### config.mk
export PLATFORM = sky130hd
export DESIGN_NAME = mem_master
export DESIGN_NICKNAME = d
export VERILOG_FILES = /design/src/rtl/mem_master.sv
export SDC_FILE = /design/constraint.sdc
export NUM_CORES = 1
export LEC_CHECK = 0
export ABC_CLOCK_PERIOD_IN_PS = 2900
export CAP_MARGIN = 20
export CORE_MARGIN = 4
export CORE_UTILIZATION = 45
export CTS_CLUSTER_DIAMETER = 100
export DETAILED_ROUTE_END_ITERATION = 12
export HOLD_SLACK_MARGIN = 0.08
export MAX_ROUTING_LAYER = met4
export PLACE_DENSITY = 0.88
export RECOVER_POWER = 25
export SYNTH_ARGS = -nofsm -noshare
export SYNTH_HDL_FRONTEND = slang
export SYNTH_SLANG_ARGS = --single-unit
### constraint.sdc
create_clock -name clk -period 2.9 [get_ports clk]
set_clock_uncertainty 0.2 [all_clocks]
set_input_delay 0.435 -clock clk [delete_from_list [all_inputs] [get_ports clk]]
set_output_delay 0.435 -clock clk [all_outputs]
set_load 0.02 [all_outputs]
### src/rtl/mem_master.sv
// rtl/mem_master.sv - single-outstanding load/store master with alignment checks and read timeout
// Byte/half/word accesses are mapped onto a 32-bit strobed memory bus.

module mem_master #(
  parameter int TIMEOUT = 16
) (
  input  logic        clk,
  input  logic        rst,
  input  logic        ReqVld,
  output logic        ReqRdy,
  input  logic        ReqWr,
  input  logic [31:0] ReqAddr,
  input  logic [1:0]  ReqSize,
  input  logic        ReqUnsigned,
  input  logic [31:0] ReqWData,
  output logic        RspVld,
  output logic [31:0] RspData,
  output logic        RspErr,
  output logic        RRdy,
  input  logic        RVld,
  output logic [31:0] RAddr,
  output logic [31:0] RWData,
  output logic        RWEn,
  output logic [3:0]  RWStrobe,
  input  logic [31:0] RData
);

  localparam int CW = $clog2(TIMEOUT + 1);

  typedef enum logic [1:0] {IDLE, RD, WR, RESP} state_t;

  state_t      state, state_nx;
  logic [31:0] addr, wdata, rsp_data;
  logic [1:0]  size;
  logic        uns, rsp_err;
  logic [CW-1:0] cnt;

  logic        misalign, timeout_hit;
  logic [31:0] lane, load_val, wr_lane;
  logic [3:0]  wr_strb;

  assign misalign = (ReqSize == 2'b11) ||
                    (ReqSize == 2'b01 && ReqAddr[0]) ||
                    (ReqSize == 2'b10 && ReqAddr[1:0] != 2'b00);
  assign timeout_hit = (cnt == CW'(TIMEOUT - 1));

  // Bring the addressed lane down to bit 0 before size truncation and extension.
  assign lane = RData >> {addr[1:0], 3'b000};

  always_comb begin
    load_val = 32'h0;
    wr_lane  = 32'h0;
    wr_strb  = 4'h0;
    case (size)
      2'b00: begin
        load_val = uns ? {24'h0, lane[7:0]} : {{24{lane[7]}}, lane[7:0]};
        wr_lane  = {4{wdata[7:0]}};
        wr_strb  = 4'b0001 << addr[1:0];
      end
      2'b01: begin
        load_val = uns ? {16'h0, lane[15:0]} : {{16{lane[15]}}, lane[15:0]};
        wr_lane  = {2{wdata[15:0]}};
        wr_strb  = 4'b0011 << {addr[1], 1'b0};
      end
      2'b10: begin
        load_val = lane;
        wr_lane  = wdata;
        wr_strb  = 4'b1111;
      end
      default: ;
    endcase
  end

  always_ff @(posedge clk) begin
    if (rst) state <= IDLE;
    else     state <= state_nx;
  end

  always_comb begin
    state_nx = state;
    ReqRdy   = 1'b0;
    RRdy     = 1'b0;
    RWEn     = 1'b0;
    RspVld   = 1'b0;
    case (state)
      IDLE: begin
        ReqRdy = 1'b1;
        if (ReqVld) begin
          if (misalign)   state_nx = RESP;
          else if (ReqWr) state_nx = WR;
          else            state_nx = RD;
        end
      end
      RD: begin
        RRdy = 1'b1;
        if (RVld || timeout_hit) state_nx = RESP;
      end
      WR: begin
        RWEn     = 1'b1;
        state_nx = RESP;
      end
      RESP: begin
        RspVld   = 1'b1;
        state_nx = IDLE;
      end
      default: state_nx = IDLE;
    endcase
    // Outputs are silenced combinationally so an aborted access never reaches the bus.
    if (rst) begin
      state_nx = IDLE;
      ReqRdy   = 1'b0;
      RRdy     = 1'b0;
      RWEn     = 1'b0;
      RspVld   = 1'b0;
    end
  end

  assign RAddr    = (RRdy || RWEn) ? {addr[31:2], 2'b00} : 32'h0;
  assign RWData   = RWEn ? wr_lane : 32'h0;
  assign RWStrobe = RWEn ? wr_strb : 4'h0;
  assign RspData  = RspVld ? rsp_data : 32'h0;
  assign RspErr   = RspVld & rsp_err;

  always_ff @(posedge clk) begin
    if (rst) begin
      addr     <= 32'h0;
      wdata    <= 32'h0;
      size     <= 2'b00;
      uns      <= 1'b0;
      rsp_data <= 32'h0;
      rsp_err  <= 1'b0;
      cnt      <= '0;
    end else begin
      case (state)
        IDLE: begin
          cnt <= '0;
          if (ReqVld) begin
            addr     <= ReqAddr;
            wdata    <= ReqWData;
            size     <= ReqSize;
            uns      <= ReqUnsigned;
            rsp_data <= 32'h0;
            rsp_err  <= misalign;
          end
        end
        RD: begin
          if (RVld) begin
            rsp_data <= load_val;
            rsp_err  <= 1'b0;
          end else if (timeout_hit) begin
            rsp_data <= 32'h0;
            rsp_err  <= 1'b1;
          end else begin
            cnt <= cnt + 1'b1;
          end
        end
        default: ;
      endcase
    end
  end

endmodule

Yosys cells after proc, flatten, opt, wreduce, memory -nomap -nowiden
Index checks and enable logic that the tools add are counted.
{"block": "totals", "wordCells": 74, "out_inout_bits": 105, "register_bits": 107}
{"block": "classes", "shifts": 3, "n_bitwise": 1, "n_eq_ne": 14, "add_sub_neg": 1, "n_mux": 33, "reduce_logical": 14}
{"cell": "32-bit two-way mux", "count": 8}
{"cell": "32-bit case mux with 3 select lines", "count": 2}
{"cell": "32-bit case mux with 2 select lines", "count": 1}
{"cell": "32-bit by 5-bit >> shifter with 32-bit output", "count": 1}
{"cell": "4-bit case mux with 3 select lines", "count": 1}
{"cell": "1-bit two-way mux", "count": 11}
{"cell": "2-bit equality test (second input constant)", "count": 5}
{"cell": "5-bit two-way mux", "count": 2}
{"cell": "5-bit case mux with 2 select lines", "count": 1}
{"cell": "2-bit two-way mux", "count": 4}
{"cell": "2-bit != test (second input constant)", "count": 4}
{"cell": "2-bit case mux with 4 select lines", "count": 1}
{"cell": "2-bit by 1-bit equality test with 1-bit output (second input constant)", "count": 3}
{"cell": "3-bit AND reduction", "count": 2}
{"cell": "5-bit by 1-bit adder with 5-bit output (second input constant)", "count": 1}
{"cell": "5-bit by 4-bit equality test with 1-bit output (second input constant)", "count": 1}
{"cell": "2-bit zero test", "count": 2}
{"cell": "1-bit logical OR", "count": 4}
{"cell": "4-bit two-way mux", "count": 1}
{"cell": "2-bit AND reduction", "count": 2}
{"cell": "2-bit nonzero test", "count": 2}
{"cell": "1-bit by 2-bit << shifter with 4-bit output (first input constant)", "count": 1}
{"cell": "2-bit by 2-bit << shifter with 4-bit output (first input constant)", "count": 1}
{"cell": "3-bit != test (second input constant)", "count": 1}
{"cell": "other kinds (3)", "count": 4}

Longest topological paths before layout
{"block": "depth", "word_depth": 7, "mapped_depth": 9}

Worst setup path after synthesis
No wires, ideal clock.
{"block": "synth_path", "path_kind": "reg-to-output", "startpoint": "register state[0]", "endpoint": "output RAddr[10]", "path_stages_with_launch": 9, "slack_ps": 516, "required_time_ps": 2265, "t_arrival_ps": 1749, "cell_sequence": "dfxtp_1 -> inv_1 -> ha_1 -> nand2b_1 -> buf_2 -> clkinv_1 -> nor2_1 -> clkbuf_1 -> nor2b_1"}
{"block": "synth_via", "elab_chain_len": 5, "word_cells_on_any_way": 8}
{"element": "start, declared", "line_no": "32", "rtl": "state_t state, state_nx;"}
{"element": "start signal, assigned", "line_no": "76", "rtl": "else state <= state_nx;"}
{"element": "2-bit equality test", "line_no": "85", "rtl": "case (state)"}
{"element": "1-bit two-way mux", "line_no": "85"}
{"element": "1-bit two-way mux", "line_no": "109", "rtl": "if (rst) begin"}
{"element": "named net RWEn", "line_no": "23", "rtl": "output logic RWEn,"}
{"element": "1-bit logical OR", "line_no": "118", "rtl": "assign RAddr = (RRdy || RWEn) ? {addr[31:2], 2'b00} : 32'h0;"}
{"element": "32-bit two-way mux", "line_no": "118"}
{"element": "end, declared", "line_no": "21", "rtl": "output logic [31:0] RAddr,"}
The timed path passes the listed nets, and every way through them passes these cells.

Final worst setup path
{"block": "layout_path", "startpoint": "register state[0]", "endpoint": "output RWData[12]"}
{"block": "layout_via", "elab_chain_len": 4}
{"element": "2-bit equality test", "line_no": "85"}
{"element": "1-bit two-way mux", "line_no": "85"}
{"element": "1-bit two-way mux", "line_no": "109"}
{"element": "32-bit two-way mux", "line_no": "119", "rtl": "assign RWData = RWEn ? wr_lane : 32'h0;"}
{"element": "end, declared", "line_no": "22", "rtl": "output logic [31:0] RWData,"}
No other way between the ends.

==> results.md <==
* Post-detailed-route count of antenna-violating nets at 0
* Clock H-tree levels at 3
* Max Cap Viol at 0
* Die Footprint at 0.0146 sq mm
* Vias at 5954
* Critical path's slowest cell: clkdlybuf4s50_1
* CP required at 2.27 ns
* Fmax at 0.354 GHz
* CP cell instances: inv_1 -> ha_1 -> nand2b_1 -> buf_4 -> nor2_1 -> clkdlybuf4s50_1
* Element type at the critical path end: output pin
* CP arrival at 2.19 ns
* Sequential Power Share at 38.0%
* Drt drc at 0
* Synth Area in Simple Gates at 28.5%
* Synth Area in XOR/XNOR at 0.460%
* Tightest Pin Transition at 0.959 ns
* Leak at 3.00 nW
* Buf+Inv Stages, Crit Path at 3
* Final Setup Violations at 0
* Final Critical Period at 2.82 ns
* RSZ-0062 raised after global routing: true
* Routed WL per cell at 16.5 um
* Mapped cell area at 0.00571 sq mm
* Slew Limit Fails at 0
* Final #Nets at 1039
* Mux cell area share after synthesis at 4.95%
* Die width at 121 um
* Ys async rst share at 0%
* Iter 0 DRT Violations at 598
* Fin. Hold Viols at 0
* Status: completed
* Root buffer cell: clkbuf_16
* Comb power frac at 39.1%
* Antenna Cells at 0
* Synth area leaders: dfxtp_1, a21oi_1, nand2_1
* PwrDens at 610 mW/mm^2
* Pint at 3.04 mW
* Hold Path Sink: state[0]$_SDFFE_PP0P_
* Reg2Reg Setup Slack at 0.25 ns
* Starting Density at 46.8%
* Worst-path clk slew at 0.07 ns
* Top cell type by total area after synthesis: dfxtp_1
* Flops & latches, synth at 107
* Cell with the most instances after synthesis: nand2_1
* FF-to-FF Start: cnt[0]$_SDFFE_PP0P_
* Row cnt at 40
* Max IR drop VDD at 0.000385 V
* Sw Ratio at 38.6%
* Port bufs at 206
* Worst-skew pair later-pin latency at 0.35 ns
* Compound-Gate Fraction of Synth Area at 20.7%
* Cell Area, Placed at 0.00787 sq mm
* Post-CTS Hold Fix Bufs at 0
* Via density at 5.41
* Setup TNS at 0 ns
* Hold_sp: rst
* Critical path's top delay family: buffers and inverters
* Worst Reg2Reg Path Length in Cells at 8
* Global placement routability congestion at 0.958
* Switching pwr at 1.91 mW
* GRT Overall Usage at 25.1%
* Most common library cells after synthesis: nand2_1, a21oi_1, dfxtp_1
* 1st-pass router iterations at 6
* Hold WC Path Type: in2reg
* Worst reg2reg endpoint: rsp_data[2]$_SDFFE_PP0P_
* Hold Crit Depth at 2
* Post-CTS Setup Inserts at 0
* DRT Wirelength at 18.1 mm
* Proportion of layout cells with a drive suffix above 1 at 5.36%
* Post-synthesis sequential area ratio at 37.5%
* WS Path Type: reg2out
* Core ar. at 0.0122 sq mm
* Post-synth EDFFs at 0
* Area growth syn-to-layout at 41.9%
* Largest family of logic cells by synthesized area: simple AND/OR/NAND/NOR gates
* Clock Sinks at 107
* Post-synth top flop: dfxtp_1
* Hpwl dp at 13.2 mm
* Global-route wire length before repair at 29.0 mm
* Worst setup SP type: flop
* Mean Syn Cell Area at 7.59 sq um
* Area share of the leading cell type in the synthesized netlist at 37.5%
* Bufs on Longest Clock Path at 2
* End-of-flow core utilization at 66.4%
* Slowest Stage Delay on Critical Path at 0.55 ns
* I/O pin count at 209
* Initial antenna violation count at 0
* Clk pwr share at 22.9%
* Rel. slew slack at 35.8%
* CP Max Fanout at 24
* Mapped Cells at 753
* Inserted Clock Buffers at 9
* TritonCTS clock tree: built
* Grt ovf at 0
* Post-Synth Adder-Cell Area at 1.53%
* Final period utilization at 97.3%
* Synth unique cells at 44
* Synth warn at 0
* Die Ht at 121 um
* Largest net degree at the start of global routing at 73
* Final Instance Area at 0.00811 sq mm
* Vias in the first global route at 5794
==> area by class of cell <==
class                   count  area [sq um]
fillers                  1079          4110
flip-flops and latches    107          2140
clock buffers              11           233
multi-input cells         572          3230
inverters                   7          28.8
well taps                 168           210
repair buffers            231          2230
clock inverters             4          28.8
==> cell families after synthesis <==
family	after synthesis
adders and majority gates	7
other	1
buffers and inverters	75
and+or+nand+nor	334
AOI/OAI and AO/OA	199
DFF	107
muxes	27
xor gates and xnor gates	3
==> registers in the layout, summed over array words and instances, names as in the netlist <==
| name | flops |
|---|---|
| addr | 32 |
| size | 2 |
| rsp_err | 1 |
| cnt | 5 |
| uns | 1 |
| state | 2 |
| wdata | 32 |
| rsp_data | 32 |
==> per-layer routing <==
metal  global-route usage, %  routed length, um  up-vias
met3                    4.82               1280       45
met1                    31.7               7690     2746
li1                        -                  -     2894
met5                       -                  0        -
met2                    40.2               8560      269
met4                    9.35                567        0
==> power groups by stage <==
stage / clock (mW) / sequential (mW) / combinational, mW
after global routing: 1.20 / 1.90 / 2.13
after floorplan: 0 / 1.82 / 1.42
after CTS: 1.15 / 1.87 / 1.92
after global placement: 0 / 1.90 / 1.88
final: 1.13 / 1.88 / 1.93
after detailed placement: 0 / 1.90 / 1.93
==> per-stage QoR <==
stage | std cells | power (mW) | setup WS, ns | hold WS [ns]
6_report | 1100 | 4.94 | 0.0771 | 0.0945
5_1_grt | 1100 | 5.23 | -0.0167 | 0.103
4_1_cts | 1099 | 4.94 | 0.00778 | 0.0969
3_5_place_dp | 1084 | 3.83 | 0.222 | 0.243
3_3_place_gp | 1084 | 3.78 | 0.279 | 0.241
2_1_floorplan | 754 | 3.24 | 0.516 | 0.232
==> placed cells by master (no fill, tap or decap), types with 2 or more instances in the layout <==
| master | Yosys | routed |
|---|---|---|
| clkinvlp_4 | 0 | 2 |
| buf_12 | 0 | 2 |
| nand3_1 | 10 | 10 |
| a22oi_1 | 17 | 17 |
| and3_1 | 10 | 10 |
| mux2i_1 | 26 | 26 |
| nor2b_1 | 44 | 42 |
| dfxtp_1 | 107 | 106 |
| a211o_1 | 7 | 7 |
| nand2_1 | 148 | 147 |
| a21oi_1 | 123 | 122 |
| or3b_1 | 2 | 2 |
| clkbuf_1 | 44 | 3 |
| clkdlybuf4s50_1 | 0 | 174 |
| a31oi_1 | 2 | 2 |
| and2_1 | 33 | 33 |
| a311o_1 | 2 | 2 |
| inv_1 | 6 | 6 |
| clkbuf_16 | 0 | 9 |
| nor2_1 | 48 | 47 |
| o21ai_0 | 15 | 15 |
| buf_4 | 5 | 22 |
| nand2b_1 | 15 | 15 |
| a211oi_1 | 15 | 15 |
| nor3_1 | 3 | 3 |
| nor2b_2 | 0 | 2 |
| o21a_1 | 5 | 5 |
| conb_1 | 1 | 2 |
| a32oi_1 | 7 | 7 |
| xor2_1 | 3 | 3 |
| nand3b_1 | 15 | 15 |
| ha_1 | 7 | 7 |
| dlygate4sd2_1 | 0 | 30 |
==> worst max path at each step <==
stage	startpoint	endpoint	slack, ns	cells after the start
after floorplan	state[0]$_SDFFE_PP0P_	RAddr[10]	0.52	8
after global placement	RVld	rsp_data[7]$_SDFFE_PP0P_	0.28	6
after detailed placement	state[0]$_SDFFE_PP0P_	RAddr[4]	0.22	8
after CTS	state[0]$_SDFFE_PP0P_	RWStrobe[2]	0.008	7
after global routing	state[0]$_SDFFE_PP0P_	RWData[24]	-0.02	6
final	state[0]$_SDFFE_PP0P_	RWData[12]	0.08	6
==> repair_timing <==
action                                  CTS  global route
pin swaps                                 0             0
gates cloned                              0             0
hold endpoints to repair                  0             0
gates resized for setup                  32             3
endpoints found under the setup margin   32             3
No activity file was read; power rests on OpenSTA's default activity.
